### src/rtl/mem_port_arb.sv
// Shares one single-port memory between instruction fetch and load/store.
// One access is outstanding at a time, data normally has priority, and a starvation limit bounds fetch delay.
module mem_port_arb #(
   parameter int AW         = 32,
   parameter int DW         = 32,
   parameter int STARVE_LIM = 4
) (
   input  logic          clk,
   input  logic          rst_n,
   input  logic          if_req,
   input  logic [AW-1:0] if_addr,
   output logic          if_done,
   output logic [DW-1:0] if_rdata,
   input  logic          d_req,
   input  logic          d_we,
   input  logic [AW-1:0] d_addr,
   input  logic [DW-1:0] d_wdata,
   output logic          d_done,
   output logic [DW-1:0] d_rdata,
   output logic          stall_if,
   output logic          stall_mem,
   output logic          mem_en,
   output logic          mem_we,
   output logic [AW-1:0] mem_addr,
   output logic [DW-1:0] mem_wdata,
   input  logic          mem_ack,
   input  logic [DW-1:0] mem_rdata
);

   // state  | meaning
   // IDLE   | no access outstanding, arbitrate every cycle
   // BUSY_I | fetch access on the memory, waiting for mem_ack
   // BUSY_D | load/store access on the memory, waiting for mem_ack
   typedef enum logic [1:0] {
      IDLE   = 2'd0,
      BUSY_I = 2'd1,
      BUSY_D = 2'd2
   } state_t;

   localparam logic [3:0] LIM = 4'(STARVE_LIM);

   state_t        state_q, state_d;
   logic          mem_en_q, mem_en_d;
   logic          mem_we_q, mem_we_d;
   logic [AW-1:0] mem_addr_q, mem_addr_d;
   logic [DW-1:0] mem_wdata_q, mem_wdata_d;
   logic [3:0]    starve_cnt_q, starve_cnt_d;

   logic arb_en;
   logic if_cand;
   logic d_cand;
   logic force_i;
   logic grant_i;
   logic grant_d;

   // Done is suppressed when the owner has dropped its request (flush).
   assign if_done   = (state_q == BUSY_I) && mem_ack && if_req;
   assign d_done    = (state_q == BUSY_D) && mem_ack && d_req;
   assign if_rdata  = if_done ? mem_rdata : '0;
   assign d_rdata   = d_done ? mem_rdata : '0;
   assign stall_if  = if_req && !if_done;
   assign stall_mem = d_req && !d_done;

   assign arb_en = (state_q == IDLE) || mem_ack;

   // A finished store/load must never be replayed, so data is always excluded in its done cycle.
   // A fetch still requesting in its done cycle is the next fetch and may stream unless data waits.
   assign d_cand  = d_req && !d_done;
   assign if_cand = if_req && !(if_done && d_cand);
   assign force_i = (starve_cnt_q == LIM) && if_cand;
   assign grant_d = d_cand && !force_i;
   assign grant_i = if_cand && !grant_d;

   always_comb begin
      state_d      = state_q;
      mem_en_d     = mem_en_q;
      mem_we_d     = mem_we_q;
      mem_addr_d   = mem_addr_q;
      mem_wdata_d  = mem_wdata_q;
      starve_cnt_d = starve_cnt_q;
      if (arb_en) begin
         if (grant_d) begin
            state_d     = BUSY_D;
            mem_en_d    = 1'b1;
            mem_we_d    = d_we;
            mem_addr_d  = d_addr;
            mem_wdata_d = d_wdata;
         end else if (grant_i) begin
            state_d     = BUSY_I;
            mem_en_d    = 1'b1;
            mem_we_d    = 1'b0;
            mem_addr_d  = if_addr;
            mem_wdata_d = '0;
         end else begin
            state_d  = IDLE;
            mem_en_d = 1'b0;
            mem_we_d = 1'b0;
         end
         if (grant_i) begin
            starve_cnt_d = 4'd0;
         end else if (grant_d && if_req && (starve_cnt_q != LIM)) begin
            starve_cnt_d = starve_cnt_q + 4'd1;
         end
      end
   end

   always_ff @(posedge clk or negedge rst_n) begin
      if (!rst_n) begin
         state_q      <= IDLE;
         mem_en_q     <= 1'b0;
         mem_we_q     <= 1'b0;
         mem_addr_q   <= '0;
         mem_wdata_q  <= '0;
         starve_cnt_q <= 4'd0;
      end else begin
         state_q      <= state_d;
         mem_en_q     <= mem_en_d;
         mem_we_q     <= mem_we_d;
         mem_addr_q   <= mem_addr_d;
         mem_wdata_q  <= mem_wdata_d;
         starve_cnt_q <= starve_cnt_d;
      end
   end

   assign mem_en    = mem_en_q;
   assign mem_we    = mem_we_q;
   assign mem_addr  = mem_addr_q;
   assign mem_wdata = mem_wdata_q;

endmodule

### config.mk
export PLATFORM = sky130hd
export DESIGN_NAME = mem_port_arb
export DESIGN_NICKNAME = d
export VERILOG_FILES = /design/src/rtl/mem_port_arb.sv
export SDC_FILE = /design/constraint.sdc
export NUM_CORES = 1
export LEC_CHECK = 0
export ABC_AREA = 0
export CAP_MARGIN = 5
export CORE_AREA = 2 2 105 107
export CTS_BUF_LIST = sky130_fd_sc_hd__clkbuf_8
export DETAILED_ROUTE_END_ITERATION = 10
export DIE_AREA = 0 0 107 109
export GPL_TIMING_DRIVEN = 0
export PLACE_DENSITY = 0.9
export SLEW_MARGIN = 40
export SYNTH_ARGS = -nofsm -noshare
export SYNTH_HDL_FRONTEND = slang
export SYNTH_SLANG_ARGS = --single-unit
### constraint.sdc
create_clock -name clk -period 4.55 [get_ports clk]
set_input_delay 0.91 -clock clk [delete_from_list [all_inputs] [get_ports clk]]
set_output_delay 0.91 -clock clk [all_outputs]
set_load 0.01 [all_outputs]
==> impl_metrics.csv, run 1 <==
group,metric,value,unit
cts,cts_buffer_depth,2,
logic_synthesis,seq_area_frac_synth,48.78,%
layout,drive_gt1_share,8.670,%
logic_synthesis,netlist_area,0.003694,mm2
logic_synthesis,yosysWarningCount,0,
logic_synthesis,synth.distinct_cells,31,
floorplanning,initial_utilization,34.84,%
floorplanning,num_rows,38,
run_status,outcome,"completed",
logic_synthesis,yosysMostFrequentCell,"dfrtp_1",
logic_synthesis,synth_flop_cell,"dfrtp_1",
setup_path,path_max_fanout,10,
detailed_routing,drtPass1Iterations,4,
setup_path,critPathSlowestCell,"clkdlybuf4s50_1",
global_routing,grt_start_max_net_pins,54,
layout,final_nets,802,
cts,numCtsBuffers,9,
global_routing,grt_pass1_vias,4153,
pwr,p_leak,2.981,nW
setup_path,startpoint,"d_req",
floorplanning,die_h,109,um
cts,cts_hold_buf,0,
place,place_ws,0.6943,ns
cts,root_buffer,"clkbuf_8",
sta,maxSlewViolCount,0,
global_routing,grt_pass1_wl,21050,um
logic_synthesis,post-synth-top-area-cell,"dfrtp_1",
setup_path,crit_buf_inv,4,
setup_path,cp.depth,5,
detailed_routing,met2_length,7394,um
layout,nFillCells,824,
setup_path,worstRegToRegCells,8,
setup_path,timing.rr.start,"starve_cnt_q[0]",
setup_path,cpPeakStageDelay,0.61,ns
sta,setup_violations,0,
global_routing,antenna_found_initial,1,
sta,final.period_utilization,86.68,%
cts,cts.clk_slew.worst_paths,0.08,ns
setup_path,crit_chain,"clkdlybuf4s50_1, clkbuf_1, clkbuf_1, and3_1, clkdlybuf4s50_1",
detailed_routing,route.detailed.wl_per_inst,17.16,um
cts,cts_tree,"yes",
setup_path,crit_family,"buffers and inverters",
detailed_routing,final_antenna_net_count,0,
cts,clock-sinks,72,
sta,skew,0.01017,ns
floorplanning,num_io_pins,268,
detailed_routing,wl_met1,4904,um
setup_path,end_kind,"output port",
setup_path,crit_arrival,3.03,ns
sta,period_minus_slack,3.944,ns
detailed_routing,first_iter_violations,302,
logic_synthesis,synth_edf_count,0,
logic_synthesis,syn_avg_cell_area,9.495,um2
cts,clk_latency,0.34,ns
setup_path,crit_path_end,"d_rdata[13]",
setup_path,worstPathRequired,3.64,ns
detailed_routing,drt-total-wl,13900,um
setup_path,critPathKind,"in2out",
pwr,p_per_area,449.1,mW/mm2
detailed_routing,vias_per_cell,5.075,
floorplanning,die-area,0.01166,mm2
logic_synthesis,synthTopCellsByCount,"72 x dfrtp_1, 64 x and3_1, 44 x a21oi_1",
logic_synthesis,synth_cells,389,
pwr,report.power.total,3.029,mW
cts,cts_resized,0,
place,port_buffers,265,
place,hpwl,11240,um
cts,htreeDepth,3,
detailed_routing,drc_errors,0,
cts,cts_setup_buffers,0,
floorplanning,coreArea,0.01060,mm2
logic_synthesis,ys_ff_latch,72,
sta,worstMarginPinSlew,0.4951,ns
sta,grt_setup_unrepaired,"no",
logic_synthesis,synth.net_count,525,
floorplanning,die_w,107,um
logic_synthesis,synth.top_cell.area_share,48.78,%
setup_path,r2r_end,"mem_addr[26]",
setup_path,reg2reg_slack,2.42,ns
sta,maxSlewHeadroom,67.00,%
sta,post-route-worst-setup-slack,0.6063,ns
detailed_routing,routed.top_layer,"met4",
detailed_routing,routed-wl-met3,1192,um
logic_synthesis,synth_area_leaders,"dfrtp_1 49%, and3_1 11%, a22o_1 7.8%",
setup_path,critPathLaunchType,"input port",
global_routing,grt_use_total,23.36,%
hold_path,hold_path_class,"in2async",
detailed_routing,dr_total_vias,4111,
layout,area_growth,82.62,%
global_routing,gr-total-overflow,0,
sta,finalHoldViolations,0,
sta,setup_tns,0,ns
place,gp_congestion,0.9221,
job,maxCapViolCount,0,
sta,max_freq,253.6,MHz
logic_synthesis,postSynth.asyncResetShare,100.0,%
pwr,ir_worst_vdd,0.0002887,V
==> per-layer routing <==
metal | up-vias | track usage (%)
met3 | 26 | 7.531
met5 | - | 0
met2 | 192 | 43.45
li1 | 1938 | -
met4 | 0 | 9.276
met1 | 1955 | 24.39
==> worst min path at each step <==
stage / end / depth (start not counted)
2_1_floorplan: starve_cnt_q[3] / 2
3_3_place_gp: mem_en / 2
3_5_place_dp: mem_en / 2
4_1_cts: mem_wdata[8] / 1
5_1_grt: mem_wdata[8] / 1
6_report: mem_wdata[8] / 1
==> cells in the final DEF (no fill, tap or decap), types with 2 or more instances in the layout <==
cell type	instances
nand2b_1	2
a22o_1	33
a21oi_2	25
a311o_1	2
clkbuf_1	22
buf_2	10
and2_1	4
clkdlybuf4s50_1	264
clkbuf_8	10
and3_1	64
nor2_1	36
o21ai_0	4
nand2_1	37
dfrtp_1	72
a21oi_1	44
nand3_1	5
and3b_1	2
ha_1	2
buf_6	6
inv_1	5
nand3b_1	3
==> through the flow <==
stage                     cell area [um2]  utilization, %  cells  hold WS (ns)
final                                6745           63.62    810        0.3958
after global routing                 6745           63.62    810        0.3750
after CTS                            6743           63.59    809        0.3828
after detailed placement             6550           61.78    795        0.4841
after global placement               6521           61.51    794        0.4638
after floorplan                      3694               -    389        0.4885
==> kinds of logic after synthesis <==
group,count (synthesis),synth area share (%)
flip-flops,72,48.78
adder cells (fa/ha/maj),2,0.6774
AO/OA/AOI/OAI,117,23.31
buffers and inverters,43,5.827
AND/OR/NAND/NOR,155,21.41
==> report_power, final <==
part | switching [mW] | internal [mW]
clock | 0.239 | 0.265
sequential | 0.153 | 0.886
combinational | 0.672 | 0.813
total | 1.06 | 1.97
==> worst reg2reg max path, stage by stage (launching register included) <==
cell	delay [ns]
dfrtp_1	0.40
inv_1	0.10
ha_1	0.19
and3b_1	0.16
buf_2	0.19
a311o_1	0.33
clkbuf_1	0.41
nand2_1	0.12
a21oi_1	0.15
==> final cells by class <==
| class | instances | area [um2] | share of cell area [%] |
|---|---|---|---|
| Antenna cell | 1 | 2.502 | 0.03710 |
| Buffer | 38 | 196.4 | 2.912 |
| Clock buffer | 10 | 137.6 | 2.040 |
| Clock inverter | 4 | 55.05 | 0.8162 |
| Inverter | 5 | 18.77 | 0.2782 |
| Multi-Input combinational cell | 274 | 1677 | 24.86 |
| Sequential cell | 72 | 1802 | 26.71 |
| Tap cell | 140 | 175.2 | 2.597 |
| Timing Repair Buffer | 266 | 2681 | 39.75 |
==> sequential cells by signal, summed over array words and instances (netlist names) <==
| name | cells |
|---|---|
| mem_addr | 32 |
| mem_wdata | 32 |
| starve_cnt_q | 4 |
| state_q | 2 |
| mem_en | 1 |
| mem_we | 1 |
No activity file was read; power rests on OpenSTA's default activity.
==> run 2, diff against run 1 <==
--- a/config.mk
+++ b/config.mk
@@ -7,12 +7,13 @@
 export LEC_CHECK = 0
 export ABC_AREA = 0
 export CAP_MARGIN = 5
-export CORE_AREA = 2 2 105 107
+export CORE_ASPECT_RATIO = 1.4
+export CORE_MARGIN = 10
+export CORE_UTILIZATION = 38
 export CTS_BUF_LIST = sky130_fd_sc_hd__clkbuf_8
 export DETAILED_ROUTE_END_ITERATION = 10
-export DIE_AREA = 0 0 107 109
 export GPL_TIMING_DRIVEN = 0
-export PLACE_DENSITY = 0.9
+export PLACE_DENSITY = 0.95
 export SLEW_MARGIN = 40
 export SYNTH_ARGS = -nofsm -noshare
 export SYNTH_HDL_FRONTEND = slang
==> run 2 against run 1 <==
Against the previous run: setup slack gained 0.075 ns; worst hold slack lost 0.0060 ns; wire length grew 20%; design area grew 0.32%; final cell count shrank 3.5%; sequential power is essentially flat; global-route usage shrank 0.69 points; first-iteration DRC count shrank 50%; die area grew 21%; fmax grew 2.0%; clock skew grew 0.0042 ns; flip-flop and latch count is the same.
==> impl_metrics.csv, run 2 (synthesis gave the netlist of run 1 again) <==
group,metric,value,unit
pwr,p_sw_share,35.16,%
pwr,seq_power_share,32.3,%
layout,multi_input_area,0.001677,mm2
sta,final.period_utilization,85.02,%
pwr,clockPowerShare,19.9,%
layout,area_growth,83.20,%
cts,root_buffer,"clkbuf_8",
cts,numCtsBuffers,9,
layout,final_nets,802,
setup_path,crit_arrival,2.96,ns
global_routing,antenna_found_initial,1,
floorplanning,initial_utilization,39.05,%
pwr,report.power.total,3.209,mW
detailed_routing,drtPass1Iterations,5,
cts,cts_setup_buffers,0,
global_routing,gr-total-overflow,0,
cts,htreeDepth,3,
detailed_routing,final_antenna_net_count,0,
layout,final_cell_mix,"264 x clkdlybuf4s50_1, 72 x dfrtp_1, 64 x and3_1",
setup_path,critPathLaunchType,"input port",
run_status,outcome,"completed",
global_routing,grt_start_max_net_pins,54,
floorplanning,die-area,0.01412,mm2
floorplanning,coreArea,0.009459,mm2
pwr,ir_worst_vdd,0.0003130,V
sta,finalHoldViolations,0,
sta,setup_violations,0,
pwr,power_switching,1.128,mW
cts,cts_hold_buf,0,
global_routing,grt_pass1_vias,4543,
setup_path,reg2reg_slack,2.33,ns
sta,grt_setup_unrepaired,"no",
sta,worstMarginPinSlew,0.5434,ns
floorplanning,num_rows,42,
setup_path,timing.rr.start,"starve_cnt_q[0]",
cts,cts.clk_slew.worst_paths,0.08,ns
layout,layout_commonest_cell,"clkdlybuf4s50_1",
place,gp_congestion,0.8908,
detailed_routing,drt-total-wl,16720,um
layout,regArea,0.001802,mm2
cts,cts_buffer_depth,2,
cts,clk_latency,0.36,ns
floorplanning,die_h,136.7,um
detailed_routing,vias_per_cell,5.403,
detailed_routing,first_iter_violations,152,
place,port_buffers,265,
setup_path,end_kind,"output port",
setup_path,startpoint,"d_req",
sta,period_minus_slack,3.868,ns
layout,nFillCells,674,
floorplanning,die_w,103.3,um
sta,maxSlewViolCount,0,
sta,maxSlewHeadroom,63.78,%
cts,cts_resized,0,
pwr,combPwrFrac,47.7,%
pwr,internal_power,2.081,mW
detailed_routing,drc_errors,0,
detailed_routing,route.detailed.wl_per_inst,21.38,um
sta,skew,0.01436,ns
place,hpwl,13850,um
cts,clock-sinks,72,
setup_path,path_max_fanout,10,
global_routing,grt_use_total,22.67,%
pwr,p_per_area,474.3,mW/mm2
setup_path,critPathKind,"in2out",
pwr,p_leak,3.005,nW
global_routing,grt_pass1_wl,24490,um
setup_path,worstPathRequired,3.64,ns
job,maxCapViolCount,0,
layout,drive_gt1_share,8.942,%
floorplanning,num_io_pins,268,
detailed_routing,dr_total_vias,4225,
cts,cts_tree,"yes",
sta,max_freq,258.5,MHz
sta,setup_tns,0,ns
hold_path,hold_path_class,"in2async",
[run 2: cell type report]
cell class                      instances  share of cell area (%)
Multi-Input combinational cell        274                   24.78
Sequential cell                        72                   26.63
Timing Repair Buffer                  266                   39.63
Tap cell                              110                   2.034
Clock buffer                           10                   2.034
Clock inverter                          6                   1.683
Buffer                                 38                   2.903
Inverter                                5                  0.2774
Antenna cell                            1                 0.03698
[run 2: worst max-delay path, cell delays in order]
cell and delay, ns:
clkdlybuf4s50_1 0.58, clkbuf_1 0.37, clkbuf_1 0.32, and3_1 0.22, clkdlybuf4s50_1 0.56
[run 2: layer usage]
layer	global-route usage [%]	vias to the layer above	part of all wire, %
met5	0	-	0
met4	11.63	0	4.1
met3	10.05	46	12
met2	39.17	256	49
met1	22.18	1986	34
li1	-	1937	-
[run 2: per-stage QoR]
stage               cell area [um2]  setup WS, ns  utilization, %  hold WS, ns  instances
finish                         6766        0.6817           71.53       0.3898        782
global placement               6484        0.1247           68.55       0.4662        764
floorplan                      3694         1.776               -       0.4885        389
CTS                            6764        0.7092           71.51       0.3771        781
detailed placement             6513        0.7086           68.85       0.4889        765
global route                   6764        0.5500           71.51       0.3834        781
[run 2: final timing paths]
kind / end / cells past startpoint
max: d_rdata[22] / 5
min: mem_wdata[10] / 1
max reg2reg: mem_addr[14] / 8
min reg2reg: mem_en / 2
max in group asynchronous: state_q[0] / 2
min in group clk: mem_en / 2
[run 2: power groups by stage]
stage	sequential [mW]	clock, mW	combinational, mW
6_report	1.04	0.639	1.53
5_1_grt	1.06	0.675	1.65
4_1_cts	1.04	0.647	1.55
3_5_place_dp	1.04	0	1.54
3_3_place_gp	1.03	0	1.50
2_1_floorplan	1.14	0	0.550
